<file path="src/rtl/montacarga_pkg.sv">
// Shared types and helpers for the freight-elevator (montacarga) blocks.
// Floor numbering: bit N-1 of a floor vector is floor 1, bit 0 is the top floor.
package montacarga_pkg;

    localparam int N_PISOS_DEF = 5;

    typedef enum logic [2:0] {
        REPOSO,
        SUBIENDO,
        BAJANDO,
        PARADA,
        EMERG
    } estado_t;

    localparam logic [1:0] MOT_STOP = 2'b00;
    localparam logic [1:0] MOT_UP   = 2'b10;
    localparam logic [1:0] MOT_DOWN = 2'b01;

    localparam logic [6:0] SEG_E = 7'b1001111;

    function automatic logic [2:0] bit_a_piso(input int n, input int b);
        return 3'(n - b);
    endfunction

    function automatic logic [6:0] piso_a_oh(input int n, input logic [2:0] p);
        logic [6:0] v;
        v = '0;
        for (int b = 0; b < 7; b++) begin
            if (b < n && bit_a_piso(n, b) == p) begin
                v[b] = 1'b1;
            end
        end
        return v;
    endfunction

    function automatic logic [6:0] seg7(input logic [2:0] p);
        logic [6:0] s;
        case (p)
            3'd1:    s = 7'b0110000;
            3'd2:    s = 7'b1101101;
            3'd3:    s = 7'b1111001;
            3'd4:    s = 7'b0110011;
            3'd5:    s = 7'b1011011;
            3'd6:    s = 7'b1011111;
            3'd7:    s = 7'b1110000;
            default: s = 7'b0000000;
        endcase
        return s;
    endfunction

endpackage

</file>
<file path="src/rtl/contador_espera.sv">
// Dwell counter: clears to zero, counts while enabled, flags the last cycle.
// The count wraps to zero on the terminal cycle so a new stop always starts fresh.
module contador_espera
    import montacarga_pkg::*;
#(
    parameter int DWELL_CYCLES = 8
) (
    input  logic clk,
    input  logic rst_ni,
    input  logic clr_i,
    input  logic en_i,
    output logic tc_o
);

    localparam int W = (DWELL_CYCLES > 1) ? $clog2(DWELL_CYCLES) : 1;
    localparam logic [W-1:0] ULTIMO = W'(DWELL_CYCLES - 1);

    logic [W-1:0] cnt_q, cnt_d;

    assign tc_o = (cnt_q == ULTIMO);

    always_comb begin
        cnt_d = cnt_q;
        if (clr_i || (en_i && tc_o)) begin
            cnt_d = '0;
        end else if (en_i) begin
            cnt_d = cnt_q + 1'b1;
        end
    end

    always_ff @(posedge clk) begin
        if (!rst_ni) begin
            cnt_q <= '0;
        end else begin
            cnt_q <= cnt_d;
        end
    end

endmodule

</file>
<file path="src/rtl/planificador_llamadas.sv">
// SCAN call scheduler for the freight elevator: latches calls, drives the motor.
// Optional PLANIFICADOR_DISPLAY_EN adds a registered 7-segment floor display.
module planificador_llamadas
    import montacarga_pkg::*;
#(
    parameter int N_PISOS      = N_PISOS_DEF,
    parameter int DWELL_CYCLES = 8
) (
    input  logic               clk,
    input  logic               reset,
    input  logic [N_PISOS-1:0] selector,
    input  logic [N_PISOS-1:0] fc,
    input  logic               emergencia,
    input  logic               puerta,
    output logic [1:0]         salida,
    output logic [N_PISOS-1:0] pendientes,
    output logic [2:0]         piso_actual,
    output logic               led_emergencia,
    output logic               led_puerta
`ifdef PLANIFICADOR_DISPLAY_EN
    ,
    output logic [6:0]         display
`endif
);

    estado_t            state_q, state_d;
    logic               dir_q, dir_d;
    logic [1:0]         salida_q, salida_d;
    logic [N_PISOS-1:0] pend_q, pend_d;
    logic [2:0]         piso_q, piso_d;
    logic               led_pu_q;

    logic [3:0]         fc_n;
    logic [2:0]         fc_piso;
    logic               fc_ok;
    logic               arriba, abajo, aqui;
    logic [6:0]         oh7;
    logic [N_PISOS-1:0] aqui_m;
    logic               seguir, volver, nuevo_dir;
    logic               tc, fin_espera;

    always_comb begin
        fc_n    = '0;
        fc_piso = '0;
        arriba  = 1'b0;
        abajo   = 1'b0;
        for (int b = 0; b < N_PISOS; b++) begin
            if (fc[b]) begin
                fc_n    = fc_n + 4'd1;
                fc_piso = bit_a_piso(N_PISOS, b);
            end
            if (pend_q[b] && bit_a_piso(N_PISOS, b) > piso_q) begin
                arriba = 1'b1;
            end
            if (pend_q[b] && bit_a_piso(N_PISOS, b) < piso_q) begin
                abajo = 1'b1;
            end
        end
        fc_ok  = (fc_n == 4'd1);
        oh7    = piso_a_oh(N_PISOS, piso_q);
        aqui_m = oh7[N_PISOS-1:0];
        aqui   = |(pend_q & aqui_m);
    end

    contador_espera #(
        .DWELL_CYCLES(DWELL_CYCLES)
    ) u_espera (
        .clk   (clk),
        .rst_ni(reset),
        .clr_i (state_q != PARADA || puerta),
        .en_i  (state_q == PARADA),
        .tc_o  (tc)
    );

    assign fin_espera = tc && !puerta;

    always_comb begin
        state_d   = state_q;
        dir_d     = dir_q;
        salida_d  = salida_q;
        pend_d    = pend_q | selector;
        piso_d    = fc_ok ? fc_piso : piso_q;
        seguir    = dir_q ? arriba : abajo;
        volver    = dir_q ? abajo : arriba;
        nuevo_dir = seguir ? dir_q : ~dir_q;
        unique case (state_q)
            REPOSO: begin
                salida_d = MOT_STOP;
                if (!puerta) begin
                    if (aqui) begin
                        pend_d  = pend_d & ~aqui_m;
                        state_d = PARADA;
                    end else if (arriba && (dir_q || !abajo)) begin
                        state_d  = SUBIENDO;
                        dir_d    = 1'b1;
                        salida_d = MOT_UP;
                    end else if (abajo) begin
                        state_d  = BAJANDO;
                        dir_d    = 1'b0;
                        salida_d = MOT_DOWN;
                    end
                end
            end
            SUBIENDO, BAJANDO: begin
                // an open door parks the motor but keeps the trip alive
                salida_d = puerta ? MOT_STOP
                         : (state_q == SUBIENDO ? MOT_UP : MOT_DOWN);
                if (fc_ok && (|(pend_q & fc)
                    || (state_q == SUBIENDO && fc_piso == 3'(N_PISOS))
                    || (state_q == BAJANDO && fc_piso == 3'd1))) begin
                    pend_d   = pend_d & ~fc;
                    state_d  = PARADA;
                    salida_d = MOT_STOP;
                end
            end
            PARADA: begin
                salida_d = MOT_STOP;
                if (fin_espera) begin
                    if (seguir || volver) begin
                        dir_d    = nuevo_dir;
                        state_d  = nuevo_dir ? SUBIENDO : BAJANDO;
                        salida_d = nuevo_dir ? MOT_UP : MOT_DOWN;
                    end else begin
                        state_d = REPOSO;
                    end
                end
            end
            EMERG: begin
                pend_d   = '0;
                salida_d = puerta ? MOT_STOP : MOT_DOWN;
                if (fc_ok && fc_piso == 3'd1) begin
                    state_d  = REPOSO;
                    salida_d = MOT_STOP;
                end
            end
            default: begin
                state_d  = REPOSO;
                salida_d = MOT_STOP;
            end
        endcase
        if (emergencia && state_q != EMERG) begin
            state_d  = EMERG;
            pend_d   = '0;
            dir_d    = 1'b0;
            salida_d = puerta ? MOT_STOP : MOT_DOWN;
        end
    end

    always_ff @(posedge clk) begin
        if (!reset) begin
            state_q  <= REPOSO;
            dir_q    <= 1'b1;
            salida_q <= MOT_STOP;
            pend_q   <= '0;
            piso_q   <= 3'd1;
            led_pu_q <= 1'b0;
        end else begin
            state_q  <= state_d;
            dir_q    <= dir_d;
            salida_q <= salida_d;
            pend_q   <= pend_d;
            piso_q   <= piso_d;
            led_pu_q <= puerta;
        end
    end

    assign salida         = salida_q;
    assign pendientes     = pend_q;
    assign piso_actual    = piso_q;
    assign led_emergencia = (state_q == EMERG);
    assign led_puerta     = led_pu_q;

`ifdef PLANIFICADOR_DISPLAY_EN
    logic [6:0] display_q;

    always_ff @(posedge clk) begin
        if (!reset) begin
            display_q <= seg7(3'd1);
        end else begin
            display_q <= (state_d == EMERG) ? SEG_E : seg7(piso_d);
        end
    end

    assign display = display_q;
`endif

endmodule

</file>
<file path="config.mk">
export PLATFORM = sky130hd
export DESIGN_NAME = planificador_llamadas
export DESIGN_NICKNAME = d
export VERILOG_FILES = /design/src/rtl/montacarga_pkg.sv /design/src/rtl/contador_espera.sv /design/src/rtl/planificador_llamadas.sv
export SDC_FILE = /design/constraint.sdc
export NUM_CORES = 1
export LEC_CHECK = 0
export ABC_AREA = 1
export CORE_AREA = 2 2 83 85
export CTS_BUF_LIST = sky130_fd_sc_hd__clkbuf_8 sky130_fd_sc_hd__clkbuf_16
export DETAILED_ROUTE_END_ITERATION = 6
export DIE_AREA = 0 0 85 87
export GPL_TIMING_DRIVEN = 0
export PLACE_DENSITY = 0.5
export SETUP_SLACK_MARGIN = 0.4
export SYNTH_ARGS = -nofsm -noshare
export SYNTH_HDL_FRONTEND = slang
export SYNTH_SLANG_ARGS = --single-unit
export TNS_END_PERCENT = 10
</file>
<file path="constraint.sdc">
create_clock -name clk -period 5.95 [get_ports clk]
set_clock_uncertainty 0.05 [all_clocks]
set_input_delay 0.595 -clock clk [delete_from_list [all_inputs] [get_ports clk]]
set_output_delay 0.595 -clock clk [all_outputs]
set_load 0.02 [all_outputs]
</file>
==> run summary, run 1 <==
The worst hold-check path type is register to register. The slowest stage of the critical path is the clkdlybuf4s50_1 cell. The via count of the first global-routing pass is 1,615. After clock tree synthesis, the flow added hold-fix buffers numbering 0.

The total negative slack is 0 ns. The buffer and inverter count on the worst path came out at 3. Setup repair after global routing left no endpoint under its margin. The hold violation count in the final report is 0. The worst hold slack came out at ~0.37 ns. CTS built an H-tree with a depth of 1.

The worst register-to-register path ends at pendientes[4]$_SDFF_PP0_. The horizontal extent of the die is about 85 um. The final route contains 1,700 vias. The worst slew slack as a fraction of its limit is 0.558. The sequential area share after synthesis came out at 0.226. The TritonCTS buffer count came out at 3. The number of gates resized after CTS came out at 0.

The number of buffer cells added on primary ports is 24. The core area is 0.00657 mm2. For this run, the top clock speed supported by timing is 0.288 GHz. The delay of the slowest cell on the worst path is 0.53 ns.

The residual antenna-violating net count after detailed routing came out at 0. The count of yosys warnings during synthesis is 0. The via-per-instance ratio is 4.52. The reg-to-reg startpoint is state_q[0]$_SDFFE_PP0P_. In the layout the commonest cells are nand2_1 (81), inv_1 (34), nor2_1 (30). The antenna cell count is 0. The area overhead of the layout relative to synthesis came out at 24.7%. The area of the mapped netlist is 0.00160 mm2. The minimum clock period after layout came out at 3.48 ns.

The post-detailed-placement half-perimeter wirelength is approximately 3.5 mm. The count of flip-flops with a built-in enable after synthesis is 0. The fraction of layout cells with a size suffix above 1 came out at 0.0845. After detailed routing, the number of remaining DRC violations is 0. The power density relative to cell area is 367 mW/mm2. The cell count after synthesis came out at around 270. The worst hold path depth is 1.

The clock-pin slew reported for the worst setup and hold paths after clock tree synthesis is 0.07 ns. The routed wirelength normalized by instance count is 11.2 um. The transition at the pin with the smallest max-transition slack is 0.657 ns. Among all flip-flop cells after synthesis, the most frequent one is dfxtp_1. The floorplan step set the die height to 87 um. The root buffer cell chosen for the clock tree is clkbuf_8. The number of nets in the finished design came out at around 320.

The number of cells on the critical path is 19. Routability-driven placement finished with a final weighted congestion of ~0.85. The total number of placement rows is 30. Walking the worst path, the cells encountered are clkdlybuf4s50_1 > inv_1 > ha_1 > inv_1 > nand2_1 > nand2_1 > ha_1 > nand2_1 > nand2_1 > ha_1 > or2_2 > nand2_1 > nand4_1 > nand2_1 > nand2_4 > nor2_4 > nand3_1 > nand2_1 > nor2_1. The total leakage power is 0.918 nW.

The first global-routing pass estimated around 7.4 mm of wire. The cell area after layout came out at 0.00199 mm2. In the post-synthesis netlist, the biggest area contributors are dfxtp_1 (23%), nand2_1 (19%), nand3_1 (8.1%). The most numerous cell type found on the critical path is nand2_1.

Clock latency on the worst-skew pair, taken at its later pin, is 0.25 ns. The pin count of the biggest net entering global routing came out at 11. The reg-to-reg setup timing slack came out at 4.01 ns. The number of inserted filler cells in the final layout came out at 736. For this block, the initial DRC count from the detailed router was 127. The worst endpoint required time is 6.05 ns. The total of max-cap violations is 0. The part of the cycle the worst path needs is 0.584.

The synthesized area per cell is 5.96 um2. The post-CTS setup repair buffer count is 0. Of all cell types, the one taking the most synthesized area is dfxtp_1.

The critical path endpoint category is a register. STA classifies the critical path startpoint as a primary input. The initial antenna violation count is 0. The floorplan die area is 0.00740 mm2.

The library cell used most frequently in the layout, excluding fill and tap cells, is nand2_1. Counting flops with an async set or reset pin after synthesis yields a share of 0. The critical path arrival came out at between 3 and 4 ns. The worst register-to-register path has a depth of 7. The final global-route overflow total came out at 0. The maximum count of clock buffers along a single path is 2.

Across every metal layer, demand over resource in global routing totals 0.121. The count of distinct cell types in the synthesized netlist is 29. The kind of cell with the highest combined delay along the critical path is simple AND/OR/NAND/NOR gates.

The critical path ends at state_q[1]$_SDFFE_PP0P_. For this configuration, the core starts out at a cell density of 0.243. Wires add up to 4.22 mm.

By startpoint and endpoint, the worst setup path is classified as primary input to register. The number of storage elements in the synthesis netlist came out at 18. The first-pass iteration count of the detailed router is 4. IR analysis of the VDD net gives a maximum drop of 0.000107 V. The boundary pin count came out at 26. The critical-path maximum fanout is 4.

The final max-slew violation count is 0. The number of nets in the synthesized netlist is about 290. The most critical setup path has its startpoint at fc[0]. The number of clock sinks came out at 18. TritonCTS built the clock tree. The run finished with clean final reports. The total of endpoints with negative setup slack in the final report is 0. Of the post-synthesis cell area, the dominant cell type holds 0.226. The placed instances occupy a cell area of about 0.0019 mm2.
## final cells by class
cell class | instances | area (um2) | share of cell area
multi-input cells | 209 | 1070 | 0.539
flip-flops and latches | 18 | 360 | 0.181
repair buffers | 24 | 240 | 0.121
inverters | 38 | 143 | 0.0716
well taps | 80 | 100 | 0.0502
clock buffers | 4 | 55.1 | 0.0276
plain buffers | 3 | 20.0 | 0.0100
## cell families after synthesis
logic type      Yosys count  share of synthesized area
simple gates            162                      0.473
flops                    18                      0.226
buf+inv                  41                      0.102
compound gates           40                      0.145
fa+ha+maj                 7                     0.0548
## how the worst min path moves through the flow
| stage | start | to | slack [ns] |
|---|---|---|---|
| 2_1_floorplan | u_espera.cnt_q[0]$_SDFFE_PP0P_ | u_espera.cnt_q[0]$_SDFFE_PP0P_ | 0.35 |
| 3_3_place_gp | u_espera.cnt_q[0]$_SDFFE_PP0P_ | u_espera.cnt_q[0]$_SDFFE_PP0P_ | 0.36 |
| 3_5_place_dp | u_espera.cnt_q[0]$_SDFFE_PP0P_ | u_espera.cnt_q[0]$_SDFFE_PP0P_ | 0.37 |
| 4_1_cts | u_espera.cnt_q[0]$_SDFFE_PP0P_ | u_espera.cnt_q[0]$_SDFFE_PP0P_ | 0.38 |
| 5_1_grt | u_espera.cnt_q[0]$_SDFFE_PP0P_ | u_espera.cnt_q[0]$_SDFFE_PP0P_ | 0.40 |
| 6_report | u_espera.cnt_q[0]$_SDFFE_PP0P_ | u_espera.cnt_q[0]$_SDFFE_PP0P_ | 0.37 |
## power by group
group          switching (W)  total, W  internal [W]
Combinational       0.000286  0.000453      0.000167
Sequential         0.0000310  0.000178      0.000147
Clock              0.0000419  0.000101     0.0000587
Total               0.000359  0.000731      0.000372
## flip-flops by register name, summed over array words and instances, names as in the netlist
name	count
salida	2
led_puerta	1
state_q	3
u_espera.cnt_q	3
dir_q	1
pendientes	5
piso_actual	3
## Yosys cell counts, types with 3 or more instances
library cell and instances:
nand4_1 6, ha_1 7, nor3_1 3, nor2_1 30, nand2_1 81, nand3_2 3
a21oi_1 8, o21ai_1 5, dfxtp_1 18, o21ai_0 17, inv_1 34, nand2_4 3
inv_2 3, nand3_1 26, nor2_4 3, a41oi_1 5
## metrics by stage
step                setup slack [ns]  power, W  cells   util
floorplan                       3.06  0.000509    268      -
global placement                2.24  0.000634    372  0.295
detailed placement              2.22  0.000633    372  0.295
CTS                             2.49  0.000737    376  0.303
global route                    2.28  0.000806    376  0.303
finish                          2.47  0.000731    376  0.303
## layer usage
layer / GRT usage / up-vias / share of wire / routed length, um
met3: 0.00853 / 2 / 0.018 / 76
met1: 0.167 / 749 / 0.51 / 2140
li1: - / 933 / - / -
met2: 0.206 / 16 / 0.47 / 1970
met4: 0.0303 / 0 / 0.0073 / 31
met5: 0 / - / 0 / 0
(Power assumes the default switching activity.)
==> inputs of run 2 (changes only) <==
==> constraint.sdc (replaced) <==
create_clock -name clk -period 3.5 [get_ports clk]
set_clock_uncertainty 0.05 [all_clocks]
set_input_delay 0.35 -clock clk [delete_from_list [all_inputs] [get_ports clk]]
set_output_delay 0.35 -clock clk [all_outputs]
set_load 0.02 [all_outputs]
==> run summary, run 2 (same netlist as run 1, synthesis figures left out) <==
In this run the number of H-tree levels came out at 1. The worst hold slack came out at 0.371 ns. The via count of the first global-routing pass is 1,623. STA puts the critical path data required time at 3.60 ns. Dividing the detail-routed wire length by the instance count gives 11.1 um. The insertion delay to the later sink of the worst-skew pair is 0.25 ns.

The number of buffer cells added on primary ports came out at 24. For this design the top-level I/O count stands at 26. TritonCTS built the clock tree.

Summing all multi-input logic gate instances after layout gives 0.00109 mm2. For this block, the routed nets add up to 4.20 mm of wire. The post-route DRC violation count is 0. The global-route wire length before repair came out at 7.47 mm. Detailed placement finished with a half-perimeter wire length of 3.52 mm. Clock-pin slew was measured on the worst setup and hold paths at 0.07 ns. The highest clock rate came out at 0.352 GHz. The clock root buffer master is clkbuf_8. In this run the remaining antenna-violating nets after routing total 0. Setup repair after global routing left no endpoint under its margin. Power spread over the standard cell area amounts to around 620 mW/mm2. For the pin with the worst max-slew slack, the measured transition is 0.635 ns. The critical-path maximum fanout came out at 4. The total via count in the routed design is 1,707. The final global-route overflow total is 0. The number of flip-flops in the largest register came out at 5.

The overall die height is 87 um. In the final layout, the share of cells above drive strength 1 is 0.0976. The final max-slew violation count came out at 0. The total leakage power came out at 0.932 nW. The worst slew slack as a fraction of its limit is 0.573.

The total of max-cap violations is 0. The total global routing track utilization came out at 0.122. The worst hold-check path type is register to register. IR analysis of the VDD net gives a maximum drop of 0.000184 V. The core area came out at 0.00657 mm2. The number of violations reported at the end of detailed-routing iteration 0 is around 130. The placer congestion estimate came out at 0.849. After filler insertion, the fill cell instance count of the layout stands at between 700 and 800. In this run the deepest clock path goes through 2 buffers. The number of clock sinks came out at 18.

The initial antenna violation count is 0. The starting density of the core came out at 0.243. The floorplan has 30 rows. The pin count of the biggest net entering global routing came out at 11. The minimum clock period after layout is 2.84 ns. From synthesis to final layout, the design area changed by 26.2%.

The critical path endpoint category is a register. The total of endpoints with negative setup slack in the final report is 0. The antenna cell count came out at 0. The floorplan die area is 0.00740 mm2.

For this run, the detailed router's first-pass iteration total came to 4. The TritonCTS buffer count came out at 3. Summed over all failing endpoints, the final setup total negative slack is 0 ns.

The leading cell type in the layout, fill and taps excluded is nand2_1. The die is 85 um wide. The hold buffer count at cts came out at 0.

The critical path arrival is 2.95 ns. The category of the critical setup timing path is primary input to register. The sort of element at the start of the critical path is a primary input. The part of the cycle the worst path needs is 0.813. The hold violation count in the final report came out at 0. The number of nets in the finished design is about 320.

The run finished with clean final reports. Leaving out fill and tap cells, the most frequent cells in the layout are nand2_1 (80), inv_1 (33), nor2_1 (30). After detailed routing, the number of vias per cell comes to 4.53. Summing all flip-flop and latch instances after layout gives 360 um2.
==> run 2: per-layer routing <==
layer / vias up / track usage / wire length, um
li1: 935 / - / -
met1: 752 / 0.168 / 2110
met2: 18 / 0.205 / 1990
met3: 2 / 0.00853 / 75
met4: 0 / 0.0303 / 31
met5: - / 0 / 0
==> run 2: final cells by class <==
type                    instances  area share
multi-input cells             209       0.540
well taps                      80      0.0496
repair buffers                 25       0.123
plain buffers                   3     0.00993
inverters                      38      0.0707
flip-flops and latches         18       0.179
clock buffers                   4      0.0273
==> run 2: path summary, 6_finish.rpt <==
| kind | start | endpoint | depth (start not counted) | slack, ns |
|---|---|---|---|---|
| setup / recovery | fc[0] | state_q[1]$_SDFFE_PP0P_ | 19 | 0.66 |
| setup reg to reg | state_q[0]$_SDFFE_PP0P_ | pendientes[4]$_SDFF_PP0_ | 7 | 1.54 |
| hold reg to reg | u_espera.cnt_q[0]$_SDFFE_PP0P_ | u_espera.cnt_q[0]$_SDFFE_PP0P_ | 1 | 0.37 |
| hold / removal | u_espera.cnt_q[0]$_SDFFE_PP0P_ | u_espera.cnt_q[0]$_SDFFE_PP0P_ | 1 | 0.37 |
==> run 2: power by group <==
part           total (W)  switching [W]  internal [W]
combinational   0.000776       0.000485      0.000291
clock           0.000173      0.0000729     0.0000999
sequential      0.000302      0.0000527      0.000249
==> run 2: what timing repair did <==
item	in CTS	in global routing
pin swaps	2	1
setup buffers	1	0
setup endpoints to repair	2	5
resized for setup	4	1
endpoints found under the hold margin	0	0
==> run 2: critical path: stages <==
cell and delay [ns]:
dlygate4sd2_1 0.26, inv_1 0.10, ha_4 0.28, inv_1 0.05
nand2_1 0.08, nand2_1 0.06, ha_1 0.30, nand2_1 0.07
nand2_1 0.07, ha_1 0.29, or2_2 0.29, nand2_1 0.07
nand4_1 0.16, nand2_2 0.14, nand2_4 0.06, nor2_4 0.12
nand3_1 0.08, nand2_1 0.06, nor2_1 0.04
==> run 2: through the flow <==
step	total power [W]	instances	utilization	worst slack, ns	cell area [um2]
floorplan	0.000866	268	-	0.859	1600
global placement	0.00108	372	0.295	0.0314	1940
detailed placement	0.00108	372	0.295	0.0188	1940
CTS	0.00126	377	0.307	0.403	2010
global route	0.00138	377	0.307	0.460	2020
finish	0.00125	377	0.307	0.655	2020
==> inputs of run 3 (changes only) <==
--- a/config.mk
+++ b/config.mk
@@ -11,7 +11,7 @@
 export DETAILED_ROUTE_END_ITERATION = 6
 export DIE_AREA = 0 0 85 87
 export GPL_TIMING_DRIVEN = 0
-export PLACE_DENSITY = 0.5
+export PLACE_DENSITY = 0.52
 export SETUP_SLACK_MARGIN = 0.4
 export SYNTH_ARGS = -nofsm -noshare
 export SYNTH_HDL_FRONTEND = slang
==> constraint.sdc (replaced) <==
create_clock -name clk -period 2.29 [get_ports clk]
set_clock_uncertainty 0.05 [all_clocks]
set_input_delay 0.229 -clock clk [delete_from_list [all_inputs] [get_ports clk]]
set_output_delay 0.229 -clock clk [all_outputs]
set_load 0.02 [all_outputs]
==> run summary, run 3 (same netlist as run 1, synthesis figures left out) <==
The via-per-instance ratio came out at 4.65. The number of inserted filler cells in the final layout is approximately 700. In the global route stage, overall resource usage came out at 0.121. The hold violation count in the final report came out at 0. The sequential group share of total power is 0.222. Counting I/O delays and the setup requirement, the final critical path takes 2.20 ns.

The core utilization of the finished layout is 0.344. In the finished design, the share of the clock period the worst path needs comes to 0.962. The worst pin sits at a relative slew slack of 0.569. By instance count, the cell type seen most on the critical path is nand2_2. The global-route wire length before repair came out at 7.37 mm. After detailed routing, the total wire length is 4.37 mm. The worst supply voltage drop on vdd came out at 0.000299 V. The residual antenna-violating net count after detailed routing came out at 0. The first-pass iteration count of the detailed router came out at 4. At the end of routability-driven placement, the weighted congestion stood at 0.834. The count of H-tree levels built during CTS is 1. On the worst path, the slowest cell contributes a delay of 0.28 ns.

Of the cells placed in the final design, the portion with a size suffix greater than 1 is 0.230. The initial antenna violation count came to 0. The register with the most flip-flops in the layout has 5 of them.

The total number of placement rows is 30. The via count of the first global-routing pass was 1,642. The number of buffer cells added on primary ports came out at 24. The critical path goes through buf_12 > inv_12 > ha_4 > inv_2 > nand2_2 > nand2_2 > ha_4 > nand2_4 > nand2_4 > ha_4 > or2_4 > nand2_2 > nand4_1 > nand2_2 > nand2_4 > nor2_4 > nand3_2 > nand2_1 > nor2_1. The final max-slew violation count came out at 0. After the first detailed-routing iteration, the DRC count stood at 115. The cell area after layout is ~0.0023 mm2.

The boundary pin count is 26. On the critical path the largest part of the delay comes from simple AND/OR/NAND/NOR gates. The core area came out at ~0.0066 mm2.

Static timing analysis puts the maximum clock frequency at 0.454 GHz. The number of nets in the finished design came out at between 300 and 400. The number of antenna diodes in the final layout is 0. The total via count in the routed design is between 1,500 and 2,000. Leaving out fill and tap cells, the most frequent cell in the layout is nand2_1.

The floorplan step defined a die boundary enclosing 0.00740 mm2. The clock-pin slew reported for the worst setup and hold paths after clock tree synthesis is approximately 0.07 ns. The run finished with clean final reports. The total of endpoints with negative setup slack in the final report came out at 0. The overall die height is 87 um.

The post-route DRC violation count came out at 0. The total leakage power is 1.01 nW. TritonCTS built the clock tree. Across the run, the number of max-cap violations was 0. The critical-path maximum fanout is 4.

The slowest cell on the critical path is ha_4. At the worst endpoint, the required time is roughly 2.4 ns. The final global-route overflow total came out at 0. The transition at the pin with the smallest max-transition slack came out at 0.642 ns.

Together, buffers and inverters on the worst path number 3. The category of the critical setup timing path is primary input to register. Dividing the detail-routed wire length by the instance count gives 11.4 um. Detailed placement finished with a half-perimeter wire length of around 3.5 mm. The power density relative to cell area came out at 928 mW/mm2.

CTS saw 18 sinks. Cell internal power was estimated by the tool at 0.00107 W. The horizontal extent of the die is 85 um. The top cell types in the final layout, fill and taps aside, are nand2_1 (69), inv_1 (29), nor2_1 (28). The power share of the combinational group came out at 0.651. Of the total power, the share spent switching nets is 0.489. The initial utilization of the core area, before any placement, comes to 0.243.

The cell sitting at the root of the clock tree is a clkbuf_8. The worst setup path is captured at a register. The worst hold slack came out at 0.249 ns. The critical path arrival is about 2.3 ns. The worst hold-check path type is primary input to register. Entering global routing, the biggest net connects 11 pins. Once placement finished, the instance area stood at 0.00198 mm2. Setup repair after global routing could not meet its margin everywhere.

The maximum count of clock buffers along a single path came out at 2. The insertion delay to the later sink of the worst-skew pair is between 0.2 and 0.3 ns. The worst setup path is launched from a primary input. In this run, post-CTS hold repair placed 0 buffers. The share of power burned in the clock network came out at 0.127.

The TritonCTS buffer count came out at 3. The area overhead of the layout relative to synthesis is 41.5%. The reported net switching power came out at 0.00103 W.
==> run 3: cell types whose count changed in the layout (fill, tap and decap cells not counted), sizes merged <==
cell / before / now
buf: 4 / 13
clkdlybuf4s50: 22 / 20
==> run 3: repair_timing <==
action | in CTS | in global routing
pin swaps | 9 | 17
endpoints found under the setup margin | 14 | 15
buffers inserted | 7 | 1
resized for setup | 21 | 38
gates cloned | 0 | 0
==> run 3: power groups by stage <==
stage	Clock [W]	Sequential (W)	Combinational, W
2_1_floorplan	0	0.000496	0.000845
3_3_place_gp	0	0.000470	0.00120
3_5_place_dp	0	0.000471	0.00119
4_1_cts	0.000277	0.000463	0.00125
5_1_grt	0.000287	0.000481	0.00155
6_report	0.000267	0.000466	0.00137
==> run 3: final cells by class <==
type,count,area (um2),share of cell area
multi-input combinational,209,1230,0.543
sequential,18,363,0.160
timing repair buffer,32,324,0.143
inverter,38,165,0.0730
tap,80,100,0.0443
clock buffer,4,55.1,0.0243
buffer,3,26.3,0.0116
==> run 3: path summary, 6_finish.rpt <==
kind / start / endpoint / slack [ns] / cells after the start
setup / recovery: fc[0] / state_q[1]$_SDFFE_PP0P_ / 0.09 / 19
hold reg to reg: u_espera.cnt_q[0]$_SDFFE_PP0P_ / u_espera.cnt_q[0]$_SDFFE_PP0P_ / 0.37 / 1
setup reg to reg: piso_actual[0]$_SDFFE_PN1N_ / state_q[1]$_SDFFE_PP0P_ / 0.49 / 12
hold / removal: fc[0] / pendientes[0]$_SDFF_PP0_ / 0.25 / 4
==> run 3: stage by stage <==
step	total power, W	cells	setup WS (ns)	setup TNS [ns]
6_report	0.00210	384	0.0874	0
2_1_floorplan	0.00134	268	0.00971	0
5_1_grt	0.00232	384	-0.0622	-0.0846
3_3_place_gp	0.00167	372	-0.940	-9.56
4_1_cts	0.00199	383	0.0525	0
3_5_place_dp	0.00166	372	-0.952	-9.87
==> run 3: worst register-to-register path, cell delays in order, from the launching register on <==
cell	delay, ns
dfxtp_2	0.36
inv_1	0.13
nand3_1	0.14
nand3_1	0.10
nand3_1	0.17
nand2_1	0.16
nand2_2	0.09
nand3_1	0.14
nand2_4	0.08
nor2_4	0.13
nand3_2	0.06
nand2_1	0.06
nor2_1	0.04
==> run 3: metal layers <==
| layer | vias up | routed length (um) | global-route usage |
|---|---|---|---|
| met4 | 0 | 98 | 0.0491 |
| met2 | 28 | 2110 | 0.202 |
| met3 | 7 | 106 | 0.00853 |
| li1 | 949 | - | - |
| met1 | 801 | 2060 | 0.162 |
| met5 | - | 0 | 0 |
